==> src/rtl/ex_pkg.sv <==
// ex_pkg: shared encodings for the multi-cycle execute stage
package ex_pkg;
    localparam int W_STATUS = 4;
    localparam int CL_ADDSUB = 0;
    localparam int CL_MUL    = 1;
    localparam int CL_DIV    = 2;
    localparam int CL_SHIFT  = 3;
    localparam int CL_LOGIC  = 4;
    localparam int CL_JUMP   = 5;
    localparam int CL_NOP    = 6;
    localparam logic [2:0] OP_ADD    = 3'd0;
    localparam logic [2:0] OP_SUB    = 3'd1;
    localparam logic [2:0] OP_MUL_LO = 3'd0;
    localparam logic [2:0] OP_SLL    = 3'd0;
    localparam logic [2:0] OP_SRL    = 3'd1;
    localparam logic [2:0] OP_SRA    = 3'd2;
    localparam logic [2:0] OP_AND    = 3'd0;
    localparam logic [2:0] OP_OR     = 3'd1;
    localparam logic [2:0] OP_XOR    = 3'd2;
    localparam logic [2:0] OP_NOT    = 3'd3;
    localparam logic [2:0] OP_DIVU   = 3'd0;
    localparam logic [2:0] OP_REMU   = 3'd1;
    localparam logic [2:0] OP_DIVS   = 3'd2;
    localparam logic [2:0] OP_REMS   = 3'd3;
    localparam logic [2:0] OP_JABS   = 3'd0;
    localparam logic [2:0] OP_JREL   = 3'd1;
    localparam logic [2:0] CC_AL = 3'd0;
    localparam logic [2:0] CC_Z  = 3'd1;
    localparam logic [2:0] CC_NZ = 3'd2;
    localparam logic [2:0] CC_S  = 3'd3;
    localparam logic [2:0] CC_NS = 3'd4;
    localparam logic [2:0] CC_C  = 3'd5;
    localparam logic [2:0] CC_NC = 3'd6;
    localparam logic [2:0] CC_V  = 3'd7;
    localparam int F_V = 0;
    localparam int F_C = 1;
    localparam int F_S = 2;
    localparam int F_Z = 3;
    typedef enum logic [1:0] {S_IDLE, S_BUSY, S_FIN} div_state_e;
endpackage

==> src/rtl/ex_divider.sv <==
// ex_divider: restoring divider on magnitudes, one step per cycle, sign fix-up in FIN
import ex_pkg::*;
module ex_divider #(
    parameter int W = 32
) (
    input  logic         clk,
    input  logic         rst_n,
    input  logic         start,
    input  logic         is_signed,
    input  logic [W-1:0] dvd_i,
    input  logic [W-1:0] dvs_i,
    output logic         busy,
    output logic         done,
    output logic [W-1:0] quo,
    output logic [W-1:0] rem,
    output logic         exc
);
    localparam int WC = $clog2(W);
    div_state_e state_q, state_d;
    logic [WC-1:0] cnt_q, cnt_d;
    logic [W-1:0] q_q, q_d, r_q, r_d, d_q, d_d, a_q, a_d;
    logic qneg_q, qneg_d, rneg_q, rneg_d, zero_q, zero_d, ovf_q, ovf_d;
    logic sa, sb;
    logic [W:0] shl, diff;
    always_comb begin
        sa      = is_signed & dvd_i[W-1];
        sb      = is_signed & dvs_i[W-1];
        shl     = {r_q, q_q[W-1]};
        diff    = shl - {1'b0, d_q};
        state_d = state_q;
        cnt_d   = cnt_q;
        q_d     = q_q;
        r_d     = r_q;
        d_d     = d_q;
        a_d     = a_q;
        qneg_d  = qneg_q;
        rneg_d  = rneg_q;
        zero_d  = zero_q;
        ovf_d   = ovf_q;
        case (state_q)
            S_IDLE: if (start) begin
                state_d = S_BUSY;
                cnt_d   = WC'(W - 1);
                q_d     = sa ? -dvd_i : dvd_i;
                r_d     = '0;
                d_d     = sb ? -dvs_i : dvs_i;
                a_d     = dvd_i;
                qneg_d  = sa ^ sb;
                rneg_d  = sa;
                zero_d  = dvs_i == '0;
                ovf_d   = is_signed & (dvd_i == {1'b1, {(W-1){1'b0}}}) & (&dvs_i);
            end
            S_BUSY: begin
                q_d     = {q_q[W-2:0], ~diff[W]};
                r_d     = diff[W] ? shl[W-1:0] : diff[W-1:0];
                cnt_d   = cnt_q - 1'b1;
                state_d = cnt_q == '0 ? S_FIN : S_BUSY;
            end
            default: state_d = S_IDLE;
        endcase
    end
    always_ff @(posedge clk or negedge rst_n) begin
        if (!rst_n) begin
            state_q <= S_IDLE;
            cnt_q   <= '0;
            q_q     <= '0;
            r_q     <= '0;
            d_q     <= '0;
            a_q     <= '0;
            qneg_q  <= 1'b0;
            rneg_q  <= 1'b0;
            zero_q  <= 1'b0;
            ovf_q   <= 1'b0;
        end else begin
            state_q <= state_d;
            cnt_q   <= cnt_d;
            q_q     <= q_d;
            r_q     <= r_d;
            d_q     <= d_d;
            a_q     <= a_d;
            qneg_q  <= qneg_d;
            rneg_q  <= rneg_d;
            zero_q  <= zero_d;
            ovf_q   <= ovf_d;
        end
    end
    assign busy = state_q == S_BUSY;
    assign done = state_q == S_FIN;
    assign exc  = zero_q | ovf_q;
    // MIN / -1 already yields MIN and 0 from the magnitude path; only the flag is special
    assign quo  = zero_q ? '1 : qneg_q ? -q_q : q_q;
    assign rem  = zero_q ? a_q : rneg_q ? -r_q : r_q;
endmodule

==> src/rtl/ex_stage_mc.sv <==
// ex_stage_mc: multi-cycle execute stage with iterative divider, status flags and conditional jumps
import ex_pkg::*;
module ex_stage_mc #(
    parameter int W_WORD = 32,
    parameter int W_ADDR = 32,
    parameter int W_RD   = 5
) (
    input  logic                clk,
    input  logic                rst_n,
    input  logic                v_i,
    output logic                stall_o,
    input  logic [6:0]          class_i,
    input  logic [2:0]          opc_i,
    input  logic [W_WORD-1:0]   src_i,
    input  logic [W_WORD-1:0]   dest_i,
    input  logic                wb_i,
    input  logic [W_RD-1:0]     rd_num_i,
    input  logic [2:0]          cc_i,
    input  logic [W_ADDR-1:0]   origaddr_i,
    output logic                branch_o,
    output logic [W_ADDR-1:0]   baddr_o,
    output logic                v_o,
    output logic                wb_o,
    output logic [W_RD-1:0]     rd_num_o,
    output logic [W_WORD-1:0]   rd_data_o,
    output logic [W_STATUS-1:0] status_o
);
    localparam int WS = $clog2(W_WORD);
    logic [6:0] cls;
    logic idle, stall, cond, taken, div_busy, div_done, div_exc, div_start, div_signed;
    logic as_c, as_v, sub, z, s, c, v;
    logic [W_WORD:0] sum, dif;
    logic [W_WORD-1:0] quo, rem, as_res, sh_res, sra_res, lg_res, mul_res, div_res, res;
    logic [WS-1:0] sh;
    logic [W_ADDR-1:0] tgt;
    logic [W_STATUS-1:0] fl;
    logic v_d, v_q, wb_d, wb_q;
    logic [W_RD-1:0] rd_num_d, rd_num_q;
    logic [W_WORD-1:0] rd_data_d, rd_data_q;
    logic [W_STATUS-1:0] status_d, status_q;
    ex_divider #(.W(W_WORD)) u_div (
        .clk       (clk),
        .rst_n     (rst_n),
        .start     (div_start),
        .is_signed (div_signed),
        .dvd_i     (dest_i),
        .dvs_i     (src_i),
        .busy      (div_busy),
        .done      (div_done),
        .quo       (quo),
        .rem       (rem),
        .exc       (div_exc)
    );
    always_comb begin
        cls        = (class_i != '0 && (class_i & (class_i - 7'd1)) == '0) ? class_i : 7'(1 << CL_NOP);
        idle       = ~div_busy & ~div_done;
        div_start  = v_i & cls[CL_DIV];
        div_signed = opc_i == OP_DIVS || opc_i == OP_REMS;
        stall      = div_busy | (idle & div_start);
        sum        = {1'b0, dest_i} + {1'b0, src_i};
        dif        = {1'b0, dest_i} - {1'b0, src_i};
        sub        = opc_i == OP_SUB;
        as_res     = sub ? dif[W_WORD-1:0] : sum[W_WORD-1:0];
        as_c       = sub ? dif[W_WORD] : sum[W_WORD];
        as_v       = (sub ? dest_i[W_WORD-1] ^ src_i[W_WORD-1] : ~(dest_i[W_WORD-1] ^ src_i[W_WORD-1]))
                     & (as_res[W_WORD-1] ^ dest_i[W_WORD-1]);
        sh         = src_i[WS-1:0];
        sra_res    = $signed(dest_i) >>> sh;
        sh_res     = opc_i == OP_SLL ? dest_i << sh : opc_i == OP_SRL ? dest_i >> sh :
                     opc_i == OP_SRA ? sra_res : '0;
        lg_res     = opc_i == OP_AND ? dest_i & src_i : opc_i == OP_OR ? dest_i | src_i :
                     opc_i == OP_XOR ? dest_i ^ src_i : opc_i == OP_NOT ? ~dest_i : '0;
        mul_res    = opc_i == OP_MUL_LO ? dest_i * src_i : '0;
        div_res    = (opc_i == OP_REMU || opc_i == OP_REMS) ? rem : quo;
        res        = cls[CL_ADDSUB] ? as_res : cls[CL_MUL] ? mul_res : cls[CL_DIV] ? div_res :
                     cls[CL_SHIFT] ? sh_res : cls[CL_LOGIC] ? lg_res : '0;
        z          = status_q[F_Z];
        s          = status_q[F_S];
        c          = status_q[F_C];
        v          = status_q[F_V];
        cond       = cc_i == CC_AL ? 1'b1 : cc_i == CC_Z ? z : cc_i == CC_NZ ? ~z : cc_i == CC_S ? s :
                     cc_i == CC_NS ? ~s : cc_i == CC_C ? c : cc_i == CC_NC ? ~c : v;
        taken      = v_i & cls[CL_JUMP] & idle & cond;
        tgt        = opc_i == OP_JABS ? W_ADDR'(src_i) : opc_i == OP_JREL ? origaddr_i + W_ADDR'(src_i) : '0;
        // the held div is re-presented during FIN; only the divider's done makes it valid
        v_d        = div_done | (v_i & ~stall & ~cls[CL_DIV]);
        wb_d       = v_d & wb_i & ~cls[CL_JUMP] & ~cls[CL_NOP];
        rd_num_d   = v_d ? rd_num_i : rd_num_q;
        rd_data_d  = v_d ? res : rd_data_q;
        fl         = '0;
        fl[F_Z]    = res == '0;
        fl[F_S]    = res[W_WORD-1];
        fl[F_C]    = cls[CL_ADDSUB] & as_c;
        fl[F_V]    = cls[CL_ADDSUB] ? as_v : cls[CL_DIV] & div_exc;
        status_d   = v_d & (cls[CL_ADDSUB] | cls[CL_LOGIC] | cls[CL_SHIFT] | cls[CL_DIV]) ? fl : status_q;
    end
    always_ff @(posedge clk or negedge rst_n) begin
        if (!rst_n) begin
            v_q       <= 1'b0;
            wb_q      <= 1'b0;
            rd_num_q  <= '0;
            rd_data_q <= '0;
            status_q  <= '0;
        end else begin
            v_q       <= v_d;
            wb_q      <= wb_d;
            rd_num_q  <= rd_num_d;
            rd_data_q <= rd_data_d;
            status_q  <= status_d;
        end
    end
    assign stall_o   = rst_n & stall;
    assign branch_o  = rst_n & taken;
    assign baddr_o   = branch_o ? tgt : '0;
    assign v_o       = v_q;
    assign wb_o      = wb_q;
    assign rd_num_o  = rd_num_q;
    assign rd_data_o = rd_data_q;
    assign status_o  = status_q;
endmodule

==> config.mk <==
export PLATFORM = sky130hd
export DESIGN_NAME = ex_stage_mc
export DESIGN_NICKNAME = d
export VERILOG_FILES = /design/src/rtl/ex_pkg.sv /design/src/rtl/ex_divider.sv /design/src/rtl/ex_stage_mc.sv
export SDC_FILE = /design/constraint.sdc
export NUM_CORES = 2
export LEC_CHECK = 0
export BUFFER_PORTS_ARGS = -buffer_cell sky130_fd_sc_hd__buf_4
export CAP_MARGIN = 25
export CELL_PAD_IN_SITES_DETAIL_PLACEMENT = 1
export CELL_PAD_IN_SITES_GLOBAL_PLACEMENT = 1
export CORE_MARGIN = 4
export CORE_UTILIZATION = 45
export DETAILED_ROUTE_END_ITERATION = 6
export GPL_TIMING_DRIVEN = 0
export MAX_ROUTING_LAYER = met4
export PLACE_DENSITY_LB_ADDON = 0.1
export SLEW_MARGIN = 15
export SYNTH_ARGS = -nofsm -noshare
export SYNTH_HDL_FRONTEND = slang
export SYNTH_SLANG_ARGS = --single-unit
==> constraint.sdc <==
create_clock -name clk -period 8.2 [get_ports clk]
set_clock_uncertainty 0.1 [all_clocks]
set_input_delay 1.23 -clock clk [delete_from_list [all_inputs] [get_ports clk]]
set_output_delay 1.23 -clock clk [all_outputs]
set_load 0.02 [all_outputs]
==> impl_metrics.py, run 1 <==
metrics = {
    "logic_synthesis": {
        "ys_seq_elements": 182,
        "synth_cells": 4929,
        "netlist_top_cells_area": "fa_1 (21%), dfrtp_1 (12%), ha_1 (9.4%)",
        "syn-num-nets": 5751,
        "seq_area_frac_synth": 0.117,
        "yosys_warnings": 0,
        "async_flop_share": 1.00,
        "synth_area_um2": 38800,
        "synth_top_area_cell": "fa_1",
        "synth_edf_count": 0,
        "avgSynthCellArea_um2": 7.87,
        "yosysUniqueCellTypes": 84,
        "ys_dominant_reg_cell": "dfrtp_1",
        "synth_top_area_share": 0.213,
    },
    "global_routing": {
        "track_usage": 0.727,
        "grt_pass1_vias": 54066,
        "grt_start_max_net_pins": 95,
        "overflow": 20,
        "grt_first_pass_wirelength_um": 450000,
    },
    "cts": {
        "clk_path_buf_depth": 2,
        "clock-sinks": 182,
        "cts.htree.levels": 4,
        "numCtsBuffers": 17,
        "clockRootBuffer": "clkbuf_16",
    },
    "status": {
        "status": "aborted with a tool error",
        "toolErrorMsg": "[ERROR GRT-0116] Global routing finished with congestion. Check the congestion regions in the DRC Viewer.",
        "lastStage": "global routing (5_1_grt)",
    },
    "place": {
        "hpwl_um": 205000,
        "post_dp_cell_area_um2": 42500,
        "io_buffers": 192,
        "routabilityCongestion": 1.16,
    },
    "floorplanning": {
        "rows": 107,
        "die_w_um": 302,
        "chipHeight_um": 302,
        "initial_core_util": 0.455,
        "io_pins": 195,
    },
}
-- synthesized netlist by cell type (all sizes together), types with 40 or more instances --
cell type,number
nor2,624
nand2,544
inv,525
fa,412
o21ai,348
ha,292
clkbuf,291
a21oi,268
xnor2,193
dfrtp,182
mux2i,124
xor2,74
nor3,71
nand3,66
buf,61
a21o,58
mux4,51
a31oi,45
a22oi,42
a211oi,40
o31ai,40
-- metrics by stage --
stage / cells / utilization / setup slack (ns)
2_1_floorplan: 4929 / - / -0.558
3_3_place_gp: 6265 / 0.493 / -4.82
3_5_place_dp: 6297 / 0.498 / -4.40
4_1_cts: 6400 / 0.542 / -1.05
-- routing by layer --
| metal | track usage | GRT overflow |
|---|---|---|
| met1 | 0.747 | 0 |
| met2 | 0.852 | 5 |
| met3 | 0.588 | 1 |
| met4 | 0.635 | 14 |
| met5 | - | - |
-- repair_timing --
action	CTS
pin swaps	91
endpoints found under the setup margin	28
gates resized for setup	643
gates cloned	4
setup buffers	111
hold buffers	0
-- cell families after synthesis --
group / after synthesis / synth area share
AO/OA/AOI/OAI: 1135 / 0.186
XOR/XNOR: 267 / 0.0603
adder cells (fa/ha/maj): 704 / 0.307
buffers and inverters: 892 / 0.0869
flip-flops: 182 / 0.117
multiplexers: 204 / 0.0701
AND/OR/NAND/NOR: 1545 / 0.172
==> run 2, diff against run 1 <==
Settings changed: CELL_PAD_IN_SITES_DETAIL_PLACEMENT 1 to not set, CELL_PAD_IN_SITES_GLOBAL_PLACEMENT 1 to not set, CORE_UTILIZATION 45 to 30, MAX_ROUTING_LAYER met4 to not set, PLACE_DENSITY_LB_ADDON 0.1 to 0.15.
==> run 2 against run 1 <==
Effect of this change:
- synthesized area unchanged
- the flow now finishes, with violations (setup timing)
- synthesized cell count is the same
==> impl_metrics.py, run 2 <==
metrics = {
    "layout": {
        "stdcell_area_um2": 48100,
        "fillers": 13534,
        "layout_commonest_cell": "nor2_1",
        "seqCellArea_um2": 4550,
        "multi_input_area_um2": 32200,
        "layout-drive-gt1-share": 0.172,
        "layout_common_cells": "nor2_1 (582), nand2_1 (541), inv_1 (479), fa_1 (388), o21ai_0 (333)",
        "syn2layout_area_growth_pct": 24.0,
        "fin_nets": 6118,
    },
    "cts": {
        "cts_tree": "done",
        "numCtsBuffers": 17,
        "clock-sinks": 182,
        "clk_path_buf_depth": 2,
        "clk_latency_ns": 0.48,
        "cts.htree.levels": 4,
        "clockRootBuffer": "clkbuf_16",
        "clk_pin_slew_ns": 0.08,
    },
    "drt": {
        "drcViolationCount": 0,
        "drtIter0Drc": 4715,
        "num_vias": 41650,
        "wl_per_cell_um": 37.9,
        "wl_um": 267000,
        "drtPass1Iterations": 6,
        "vias_per_cell": 5.91,
        "drt.antenna.violating_nets": 0,
    },
    "floorplanning": {
        "rows": 131,
        "die_w_um": 368,
        "io_pins": 195,
        "fp.dieArea_um2": 135000,
        "core_area_um2": 128000,
        "chipHeight_um": 368,
        "initial_core_util": 0.303,
    },
    "global_routing": {
        "grt_pass1_vias": 41121,
        "track_usage": 0.383,
        "grt_start_max_net_pins": 90,
        "antenna_found_initial": 31,
        "overflow": 0,
        "grt_first_pass_wirelength_um": 357000,
    },
    "worst_hold_path": {
        "hold_depth": 2,
        "min_path_type": "reg2reg",
    },
    "flow_run": {
        "maxCapViolations": 0,
    },
    "sta": {
        "tightest_slew_ns": 1.22,
        "fin_crit_sh": 1.09,
        "slew_headroom": 0.186,
        "period_minus_slack_ns": 8.95,
        "fmax_ghz": 0.112,
        "finalHoldViolations": 0,
        "timing.setup.tns_ns": -2.22,
        "slew_viol_final": 0,
        "rsz0062_at_grt": "true",
        "finalWorstSetupSlack_ns": -0.749,
        "setup_viol": 5,
    },
    "setup_path": {
        "crit_top_cell": "ha_1",
        "r2r-end": "status_o[3]",
        "critPathRequiredTime_ns": 8.49,
        "start_kind": "primary input",
        "crit_type": "in2reg",
        "end_kind": "flop",
        "crit_path_cell_trace": "buf_12 -> clkbuf_2 -> clkbuf_2 -> nand2_1 -> fa_1 -> fa_1 -> inv_1 -> fa_1 -> ha_1 -> ha_1 -> ha_1 -> ha_1 -> fa_1 -> ha_1 -> o2111ai_1 -> and4_1 -> o21ai_1 -> a41o_1 -> o211ai_1 -> a2111o_1 -> nor4_4 -> nand4_1 -> or4_4 -> o41ai_2",
        "r2r_slack_ns": 2.61,
        "cp_max_fo": 10,
        "r2r_start": "u_div.q_q[0]",
        "crit_path_start": "src_i[2]",
        "reg2reg_depth": 16,
        "cp_slowest_stage_delay_ns": 0.55,
        "crit_slowest_cell": "fa_1",
        "arrival_ns": 9.24,
        "crit_end": "status_o[3]",
    },
    "place": {
        "io_buffers": 192,
        "post_dp_cell_area_um2": 43500,
        "routabilityCongestion": 1.06,
        "hpwl_um": 212000,
    },
    "logic_synthesis": {
        "synth_edf_count": 0,
        "ys_seq_elements": 182,
        "yosysUniqueCellTypes": 84,
        "async_flop_share": 1.00,
        "synth_top_area_cell": "fa_1",
        "synth_area_um2": 38800,
        "synth_common_cells": "nor2_1 (624), nand2_1 (544), inv_1 (520)",
        "synth_top_area_share": 0.213,
        "syn-num-nets": 5751,
        "seq_area_frac_synth": 0.117,
        "ys_dominant_reg_cell": "dfrtp_1",
        "netlist_top_cells_area": "fa_1 (21%), dfrtp_1 (12%), ha_1 (9.4%)",
        "yosys_warnings": 0,
        "avgSynthCellArea_um2": 7.87,
        "yosysMostFrequentCell": "nor2_1",
        "synth_cells": 4929,
    },
    "status": {
        "violations": "setup timing",
        "status": "finished with violations",
    },
}
## run 2: cell counts after synthesis
Identical to the previous run, type by type.
## run 2: layout make-up
cell class	instances	share of cell area
Multi-Input combinational cell	3855	0.670
Clock inverter	14	0.00481
Antenna cell	4	0.000208
Sequential cell	182	0.0947
Tap cell	1729	0.0450
Buffer	301	0.0494
Inverter	540	0.0475
Clock buffer	18	0.00893
Timing Repair Buffer	399	0.0799
## run 2: worst min-delay path by stage
stage / endpoint / startpoint
floorplan: u_div.a_q[0] / u_div.a_q[0]
global placement: rd_num_o[3] / rd_num_o[3]
detailed placement: rd_num_o[0] / rd_num_o[0]
CTS: rd_num_o[0] / rd_num_o[0]
global route: rd_num_o[3] / rd_num_o[3]
finish: rd_num_o[3] / rd_num_o[3]
## run 2: cell families (layout without fill, tap and decap cells)
| group | Yosys count | count (layout) | synth area share |
|---|---|---|---|
| buffers and inverters | 892 | 1272 | 0.0869 |
| AO/OA/AOI/OAI | 1135 | 1135 | 0.186 |
| flip-flops | 182 | 182 | 0.117 |
| AND/OR/NAND/NOR | 1545 | 1545 | 0.172 |
| adder cells (fa/ha/maj) | 704 | 704 | 0.307 |
| multiplexers | 204 | 204 | 0.0701 |
| XOR/XNOR | 267 | 267 | 0.0603 |
| other | 0 | 4 | 0 |
## run 2: stage by stage
step,cells,hold slack [ns],setup WS (ns),utilization
4_1_cts,6972,0.382,-0.732,0.365
3_5_place_dp,6894,0.365,-3.90,0.340
6_report,7042,0.379,-0.749,0.376
5_1_grt,7038,0.406,-0.858,0.376
2_1_floorplan,4929,0.345,-0.558,-
3_3_place_gp,6850,0.357,-5.59,0.334
## run 2: timing repair
action	in CTS	in global routing
endpoints found under the setup margin	32	15
gates resized for setup	484	252
gates cloned	4	4
pin swaps	59	95
hold buffers	0	0
buffers inserted	85	68
## run 2: critical path: cells and delay by family
family,cells,cell delay [ns]
fa+ha+maj,9,3.27
simple gates,5,1.60
buf+inv,4,1.06
compound gates,6,2.08
## run 2: metal layers
metal	share of wire	GRT usage	vias up	wire length, um
li1	-	-	17417	-
met1	0.41	0.503	21220	108000
met2	0.41	0.560	2396	110000
met3	0.10	0.0994	607	27300
met4	0.080	0.239	10	21300
met5	0.00034	0	-	92
Power of run 2 is left out: the tool's default activity adds up to more than one toggle a clock period on the data nets, which glitch-free logic cannot reach.
